[config.mk]
export PLATFORM = sky130hd
export DESIGN_NAME = plot_arbiter
export DESIGN_NICKNAME = d
export VERILOG_FILES = /design/src/rtl/plot_pkg.sv /design/src/rtl/plot_arbiter_rr_pick.sv /design/src/rtl/plot_arbiter.sv
export SDC_FILE = /design/constraint.sdc
export NUM_CORES = 1
export LEC_CHECK = 0
export CORE_MARGIN = 10
export CORE_UTILIZATION = 25
export CTS_CLUSTER_SIZE = 10
export DETAILED_ROUTE_END_ITERATION = 10
export PLACE_DENSITY = 0.53
export SYNTH_ARGS = -nofsm -noshare
export SYNTH_HDL_FRONTEND = slang
export SYNTH_HIERARCHICAL = 1
export SYNTH_SLANG_ARGS = --single-unit
[constraint.sdc]
create_clock -name clk -period 2.5 [get_ports clk]
set_clock_uncertainty 0.05 [all_clocks]
set_input_delay 0.625 -clock clk [delete_from_list [all_inputs] [get_ports clk]]
set_output_delay 0.625 -clock clk [all_outputs]
set_load 0.01 [all_outputs]
[src/rtl/plot_pkg.sv]
// plot_pkg: shared state encodings, requester indices and constants for the plot arbiter
package plot_pkg;
  typedef enum logic [1:0] {IDLE, GRANT, ACTIVE, RELEASE} state_t;
  localparam int REQ_LOAD  = 0;
  localparam int REQ_BALL  = 1;
  localparam int REQ_BRICK = 2;
  localparam int REQ_PLAT  = 3;
  localparam int HOLD_W    = 20;
  localparam logic [2:0] BLACK = 3'b000;
endpackage

[src/rtl/plot_arbiter_rr_pick.sv]
// rr_pick: round-robin find-first of eligible requesters starting at ptr
module rr_pick #(
  parameter int NREQ = 4,
  parameter int IW   = 2
)(
  input  logic [NREQ-1:0] eligible,
  input  logic [IW-1:0]   ptr,
  output logic            any,
  output logic [IW-1:0]   idx,
  output logic [NREQ-1:0] onehot
);
  logic [NREQ-1:0] rot;
  logic [IW-1:0]   ff;
  logic [IW:0]     sum;
  // rotate so ptr sits at bit 0, take the lowest set bit, rotate the index back
  always_comb begin
    rot = NREQ'({eligible, eligible} >> ptr);
    ff  = '0;
    for (int i = NREQ - 1; i >= 0; i--) if (rot[i]) ff = IW'(i);
    sum    = {1'b0, ff} + {1'b0, ptr};
    idx    = (sum >= (IW+1)'(NREQ)) ? IW'(sum - (IW+1)'(NREQ)) : sum[IW-1:0];
    any    = |eligible;
    onehot = any ? (NREQ'(1) << idx) : '0;
  end
endmodule

[src/rtl/plot_arbiter.sv]
// plot_arbiter: round-robin sharing of the VGA plot port between pixel requesters
module plot_arbiter import plot_pkg::*; #(
  parameter int                NREQ     = 4,
  parameter int                XW       = 10,
  parameter int                YW       = 10,
  parameter int                CW       = 3,
  parameter logic [HOLD_W-1:0] MAX_HOLD = 20'd20000
)(
  input  logic                 clk,
  input  logic                 resetn,
  input  logic [NREQ-1:0]      req,
  input  logic [NREQ*XW-1:0]   x_in,
  input  logic [NREQ*YW-1:0]   y_in,
  input  logic [NREQ*CW-1:0]   colour_in,
  input  logic [NREQ-1:0]      wen_in,
  input  logic                 erase,
  input  logic                 err_clr,
  output logic [NREQ-1:0]      grant,
  output logic [XW-1:0]        x,
  output logic [YW-1:0]        y,
  output logic [CW-1:0]        colour,
  output logic                 plot,
  output logic                 busy,
  output logic                 timeout_err
);
  localparam int IW = (NREQ > 1) ? $clog2(NREQ) : 1;
  state_t            state_q, state_d;
  logic [NREQ-1:0]   grant_q, grant_d, mask_q, mask_d, pick_oh;
  logic [IW-1:0]     gidx_q, gidx_d, ptr_q, ptr_d, pick_idx;
  logic              erase_lat_q, erase_lat_d, plot_q, plot_d, err_q, err_d, pick_any;
  logic [HOLD_W-1:0] hold_q, hold_d;
  logic [XW-1:0]     x_q, x_d;
  logic [YW-1:0]     y_q, y_d;
  logic [CW-1:0]     colour_q, colour_d;

  rr_pick #(.NREQ(NREQ), .IW(IW)) u_pick (
    .eligible(req & ~mask_q),
    .ptr     (ptr_q),
    .any     (pick_any),
    .idx     (pick_idx),
    .onehot  (pick_oh)
  );

  // next-state and registered plot-port datapath
  always_comb begin
    state_d     = state_q;
    grant_d     = grant_q;
    gidx_d      = gidx_q;
    erase_lat_d = erase_lat_q;
    ptr_d       = ptr_q;
    hold_d      = hold_q;
    x_d         = x_q;
    y_d         = y_q;
    colour_d    = colour_q;
    plot_d      = 1'b0;
    mask_d      = mask_q & req;
    err_d       = err_clr ? 1'b0 : err_q;
    case (state_q)
      IDLE: if (pick_any) begin
        state_d     = GRANT;
        grant_d     = pick_oh;
        gidx_d      = pick_idx;
        erase_lat_d = erase;
      end
      GRANT: begin
        hold_d  = '0;
        state_d = ACTIVE;
      end
      ACTIVE: begin
        x_d      = x_in[gidx_q*XW +: XW];
        y_d      = y_in[gidx_q*YW +: YW];
        colour_d = erase_lat_q ? CW'(BLACK) : colour_in[gidx_q*CW +: CW];
        plot_d   = wen_in[gidx_q];
        hold_d   = hold_q + 1'b1;
        if (!req[gidx_q]) begin
          plot_d  = 1'b0;
          state_d = RELEASE;
        end else if (hold_q == MAX_HOLD - 1'b1) begin
          plot_d         = 1'b0;
          err_d          = 1'b1;
          mask_d[gidx_q] = 1'b1;
          state_d        = RELEASE;
        end
      end
      RELEASE: begin
        grant_d = '0;
        ptr_d   = (gidx_q == IW'(NREQ - 1)) ? '0 : gidx_q + 1'b1;
        state_d = IDLE;
      end
      default: state_d = IDLE;
    endcase
  end

  // state and output registers, cleared immediately by reset
  always_ff @(posedge clk or negedge resetn) begin
    if (!resetn) begin
      state_q     <= IDLE;
      grant_q     <= '0;
      gidx_q      <= '0;
      erase_lat_q <= 1'b0;
      ptr_q       <= '0;
      mask_q      <= '0;
      hold_q      <= '0;
      x_q         <= '0;
      y_q         <= '0;
      colour_q    <= '0;
      plot_q      <= 1'b0;
      err_q       <= 1'b0;
    end else begin
      state_q     <= state_d;
      grant_q     <= grant_d;
      gidx_q      <= gidx_d;
      erase_lat_q <= erase_lat_d;
      ptr_q       <= ptr_d;
      mask_q      <= mask_d;
      hold_q      <= hold_d;
      x_q         <= x_d;
      y_q         <= y_d;
      colour_q    <= colour_d;
      plot_q      <= plot_d;
      err_q       <= err_d;
    end
  end

  assign grant       = grant_q;
  assign x           = x_q;
  assign y           = y_q;
  assign colour      = colour_q;
  assign plot        = plot_q;
  assign busy        = state_q != IDLE;
  assign timeout_err = err_q;
endmodule

## After elaboration in Yosys (flattened, before gate mapping)

Index checks and enable logic that the tools add are counted.

| word-level totals | value |
|---|---|
| logic and storage cells | 76 |
| bits in registers | 60 |

| cells by class | value |
|---|---|
| multiply operators | 2 |
| order comparisons | 3 |
| multiplexer cells | 30 |
| reduce and logical (&&, ||, !) cells | 9 |
| bitwise gates (word level) | 4 |
| equal/unequal tests | 7 |
| shift-type cells | 5 |
| $add $sub $neg | 4 |

Operators with widths:

| kind | number |
|---|---|
| $shiftx A40 B7 Y10 | 2 |
| $pmux W20 S2 | 1 |
| $add A20 B1 Y20 const B | 1 |
| $eq A20 B15 Y1 const B | 1 |
| $mux W2 | 9 |
| $mux W4 | 4 |
| $shiftx A12 B5 Y3 | 1 |
| $mux W1 | 10 |
| $and A4 B4 Y4 | 2 |
| $pmux W2 S4 | 1 |
| $pmux W4 S2 | 1 |
| $shr A8 B2 Y4 | 1 |
| $eq A2 B2 Y1 const B | 3 |
| $reduce_and A2 Y1 | 3 |
| $reduce_bool A2 Y1 | 3 |
| $mul A2 B3 Y5 const B | 1 |
| $bmux W1 S2 | 2 |
| $mul A2 B2 Y4 const B | 1 |
| $not A4 Y4 | 1 |
| $or A4 B4 Y4 | 1 |
| $reduce_or A4 Y1 | 1 |
| $shl A1 B2 Y4 const A | 1 |
| $add A2 B2 Y3 | 1 |
| $ge A3 B3 Y1 const B | 1 |
| 11 further kinds | 11 |

## Longest topological paths before layout

| depth | value |
|---|---|
| depth after elaboration | 13 |
| depth in mapped cells | 12 |
| gate-level depth less buffers | 11 |

## Hierarchy

The synthesis kept the hierarchy.

Modules (own cells, without submodules):

| module | area an instance (um^2) | sequential area each (um^2) | times used | cells an instance |
|---|---|---|---|---|
| plot_arbiter | 3355.7 | 1501.4 | 1 | 274 |
| rr_pick | 290.3 | 0.0 | 1 | 37 |

## Least setup slack after synthesis

No wires, ideal clock.

| path | value |
|---|---|
| path type | input -> register |
| from | in req[2] |
| to | reg grant_q[2] (netlist: grant[2]) |
| path buffers | 0 |
| data required time | 2.367 ns |
| path slack | -0.001 ns |
| stages on the path | 11 |
| arrival | 2.369 ns |
| path through | nor2b_1 -> nand2_1 -> a21oi_1 -> o2bb2ai_1 -> o21a_1 -> ha_1 -> xnor2_1 -> nand2_1 -> mux2i_1 -> a21oi_1 -> o21ai_0 |

| on the way | value |
|---|---|
| word-level cells in the longest chain between the ends | 12 |
| elaborated cells between the ends (all ways) | 16 |
| those cells by class | add/sub (2); order compare (1); eq/ne (1); shift (2); mux (7); bitwise (1); reduce/logical (2) |

RTL lines:

| element | RTL line | source |
|---|---|---|
| from (decl) | plot_arbiter.sv:11 | `input logic [NREQ-1:0] req,` |
| $and A4 B4 Y4 * | plot_arbiter.sv:37 | `.eligible(req & ~mask_q),` |
| $shr A8 B2 Y4 * | plot_arbiter_rr_pick.sv:17 | `rot = NREQ'({eligible, eligible} >> ptr);` |
| $mux W2 (3 in a row) | plot_arbiter_rr_pick.sv:19 | `for (int i = NREQ - 1; i >= 0; i--) if (rot[i]) ff = IW'(i);` |
| $mux W2 * | plot_arbiter_rr_pick.sv:19 |  |
| $add A2 B2 Y3 * | plot_arbiter_rr_pick.sv:20 | `sum = {1'b0, ff} + {1'b0, ptr};` |
| $ge A3 B3 Y1 / $sub A2 B1 Y2 (equally long branches) | plot_arbiter_rr_pick.sv:21 | `idx = (sum >= (IW+1)'(NREQ)) ? IW'(sum - (IW+1)'(NREQ)) : sum[IW-1:0];` |
| $mux W2 * | plot_arbiter_rr_pick.sv:21 |  |
| $shl A1 B2 Y4 * | plot_arbiter_rr_pick.sv:23 | `onehot = any ? (NREQ'(1) << idx) : '0;` |
| via pick_oh[2] | plot_arbiter.sv:28 | `logic [NREQ-1:0] grant_q, grant_d, mask_q, mask_d, pick_oh;` |
| $mux W4 * | plot_arbiter.sv:59 | `IDLE: if (pick_any) begin` |
| $pmux W4 S2 * | plot_arbiter.sv:58 | `case (state_q)` |
| to (signal assigned) | plot_arbiter.sv:111 | `grant_q <= grant_d;` |
| to (decl) | plot_arbiter.sv:28 |  |

Mark *: on every way through the listed nets, which the timed path passes. The rest lies on a longest branch. The select of a mux whose other input is x is not followed.
A chain may end at the register's enable or synchronous reset.

## Worst setup path after layout

| path | value |
|---|---|
| from | reg state_q[0] |
| to | reg hold_q[18] |

| on the way | value |
|---|---|
| word-level cells in the longest chain between the ends | 2 |
| elaborated cells between the ends (all ways) | 4 |
| those cells by class | eq/ne (2); mux (1); reduce/logical (1) |

RTL lines:

| element | RTL line | source |
|---|---|---|
| from (decl) | plot_arbiter.sv:27 | `state_t state_q, state_d;` |
| from (signal assigned) | plot_arbiter.sv:110 | `state_q <= state_d;` |
| $eq A2 B2 Y1 / $eq A2 B1 Y1 (equally long branches) | plot_arbiter.sv:58 |  |
| $pmux W20 S2 / $reduce_bool A2 Y1 (equally long branches) | - |  |
| to (signal assigned) | plot_arbiter.sv:116 | `hold_q <= hold_d;` |
| to (decl) | plot_arbiter.sv:31 | `logic [HOLD_W-1:0] hold_q, hold_d;` |

Several ways; a longest one is shown, not always the timed one.

==> run_results.csv <==
group,metric,value,unit
drt,postRouteWirelength,10.77,mm
global_route,grt_pass1_wl,17.97,mm
timing,drv_slew,0,
global_route,grt_usage,11.11,%
floorplan,core_area,14420,um2
power,ir_drop,0.0003782,V
timing,tightestPinTransition,0.5295,ns
setup_path,crit_arrival,2.43,ns
final_layout,synthToLayoutAreaGrowth,56.66,%
synth,syn_inst,311,
timing,hold_ws,0.2376,ns
status,outcome,"finished, final reports clean",
placement,post-place-ws,-0.5172,ns
final_layout,utilization,39.60,%
floorplan,rows,44,
final_layout,layout-drive-gt1-share,24.57,%
clocking,cts.clk_slew.worst_paths,0.05,ns
clocking,numClockSinks,60,
floorplan,die-area,19810,um2
clocking,cts_root_buffer,"clkbuf_16",
timing,max_freq,445.9,MHz
floorplan,initial_core_util,25.28,%
power,cellPowerDensity,1001,nW/um2
worst_hold_path,min-delay-path-class,"input port to asynchronous set/reset pin",
final_layout,num_antenna_cells,0,
timing,fin_crit_sh,89.70,%
clocking,cts_inserted_buffers,9,
placement,gp_congestion,0.7594,
setup_path,end_kind,"register",
synth,synth_ff_type,"dfrtp_1",
drt,dr_total_vias,3016,
floorplan,fp.dieH,140.8,um
timing,relSlewSlack,64.70,%
timing,min_period,2.242,ns
clocking,postCtsHoldBufs,0,
final_layout,final_nets,573,
drt,drtAntennaViolNets,0,
synth,syn_avg_cell_area,11.72,um2
setup_path,crit_path_start_kind,"register",
synth,ys_seq_area_share,41.18,%
drt,drt_iter0_drc,164,
timing,setup_viol_count_final,0,
timing,setup_slack,0.2576,ns
final_layout,finalInstanceArea,5712,um2
drt,drt_first_pass_iters,4,
setup_path,path_class,"register to register",
floorplan,num_io_pins,134,
clocking,clockBufferDepth,2,
drt,drc,0,
drt,wl_per_cell,16.62,um
placement,place_hpwl,8.757,mm
synth,async_flop_share,100.0,%
drt,vias_per_cell,4.654,
synth,yosysWarnings,6,
setup_path,crit_path_max_fanout,9,
synth,synth_edf_count,0,
clocking,cts_max_level,3,
placement,placed_cell_area,5310,um2
floorplan,fp.dieW,140.8,um
synth,synth_area,3646,um2
power,cellLeakagePower,2.307,nW
timing,hold_viol_final,0,
timing,rsz0062_at_grt,"no",
flow_run,maxCapViolations,0,
synth,synthDistinctLibCells,49,
clocking,clock_latency,0.32,ns
global_route,grt-ovfl-total,0,
synth,ys_ff_latch,60,
clocking,cts_tree,"built",
global_route,antenna_found_initial,0,
synth,synth_nets,424,
clocking,postCtsSetupBuffers,0,
global_route,grt_pass1_vias,3462,
global_route,grt_max_degree,41,
setup_path,required,2.69,ns
placement,placement.io_buffers,133,
## per-layer routing
| layer | vias to the layer above | part of all wire, % | wire length (um) | GRT usage, % |
|---|---|---|---|---|
| li1 | 1456 | - | - | - |
| met4 | 0 | 1.1 | 118 | 2.935 |
| met2 | 97 | 49 | 5269 | 18.15 |
| met5 | - | 0 | 0 | 0 |
| met1 | 1455 | 39 | 4212 | 12.21 |
| met3 | 8 | 11 | 1166 | 6.147 |
## registers in the layout, indices dropped and copies added (netlist names)
register / count
erase_lat_q: 1
colour: 3
mask_q: 4
plot: 1
timeout_err: 1
ptr_q: 2
x: 10
state_q: 2
hold_q: 20
y: 10
gidx_q: 2
grant: 4
## through the flow
| stage | power [mW] | TNS (ns) | std cells |
|---|---|---|---|
| after CTS | 5.754 | 0 | 648 |
| after detailed placement | 4.440 | -3.022 | 633 |
| after global routing | 6.145 | 0 | 648 |
| after global placement | 4.415 | -2.400 | 633 |
| after floorplan | 3.272 | 0 | 311 |
| final | 5.719 | 0 | 648 |
## critical path, stage by stage, from the launching register on
cell and delay (ns):
dfrtp_1 0.37, inv_1 0.07, ha_1 0.40, nand3_1 0.12, or4_1 0.58, or3_1 0.41
a21oi_1 0.15
## logic make-up after synthesis
kind of cell / count (synthesis) / share of synthesized area [%]
buffers and inverters: 33 / 3.912
AO/OA/AOI/OAI: 54 / 10.43
AND/OR/NAND/NOR: 89 / 13.93
adder cells (fa/ha/maj): 9 / 3.089
XOR/XNOR: 7 / 1.682
multiplexers: 59 / 25.77
flip-flops: 60 / 41.18
## path summary, 6_finish.rpt
path                             start     endpoint  slack [ns]  cells past startpoint
max                         state_q[0]   hold_q[18]        0.26                      6
min                             resetn   hold_q[19]        0.24                      1
max reg2reg                 state_q[0]   hold_q[18]        0.26                      6
min reg2reg                timeout_err  timeout_err        0.43                      1
max in group asynchronous       resetn    gidx_q[0]        1.55                      2
min in group clk           timeout_err  timeout_err        0.43                      1
## area by class of cell
class	count	area, um2
clock buffers	13	260.3
fillers	1453	8712
inverters	17	63.81
clock inverters	2	35.03
well taps	184	230.2
multi-input cells	218	2098
flip-flops and latches	60	1503
repair buffers	154	1521
## layout by cell type, fill, tap and decap left out, types with 3 or more instances in the layout
cell type and instances:
a21oi_1 15, a22o_1 6, and4_1 3, buf_4 19, clkbuf_16 9, clkdlybuf4s50_1 127, dfrtp_1 59, dlymetal6s2s_1 5
ha_1 8, inv_1 17, mux2_2 25, mux2i_1 8, mux4_2 25, nand2_1 19, nand3_1 8, nand4_1 4
nor2_1 11, nor2b_1 6, nor2b_4 6, nor3_1 4, o21ai_0 13, o21ai_1 3, o2bb2ai_1 6, or3_1 6
or3_2 3, xnor2_1 4
## cell usage after synthesis (2+ instances only)
cell       instances  area (um2)
a21o_1             2       15.01
a21oi_1           16       80.08
a22o_1             6       52.55
and4_1             3       26.28
buf_1              3       11.26
buf_2              5       25.02
clkbuf_1           5       18.77
dfrtp_1           60        1501
ha_1               9       112.6
inv_1             17       63.81
mux2_2            25       281.5
mux2i_1            8       80.08
mux4_2            25       563.0
nand2_1           21       78.83
nand3_1            8       40.04
nand4_1            4       25.02
nor2_1            13       48.80
nor2b_1           12       75.07
nor3_1             4       20.02
nor4_1             2       12.51
o21ai_0           16       80.08
o2bb2ai_1          6       52.55
or3_1              6       37.54
or3_2              3       22.52
or4_1              3       22.52
xnor2_1            5       43.79
xor2_1             2       17.52
## report_power, final
| part | leakage (nW) | total (mW) | switching [mW] | internal [mW] |
|---|---|---|---|---|
| registers | 0.770 | 1.52 | 0.257 | 1.27 |
| clock network | 0.146 | 1.22 | 0.405 | 0.818 |
| logic | 1.39 | 2.97 | 1.28 | 1.69 |
## what timing repair did
| action | 4_1_cts | 5_1_grt |
|---|---|---|
| resized for setup | 11 | 19 |
| endpoints found under the setup margin | 5 | 8 |
| hold endpoints to repair | 0 | 0 |
| pin swaps | 0 | 7 |
No activity file was read; power rests on OpenSTA's default activity.
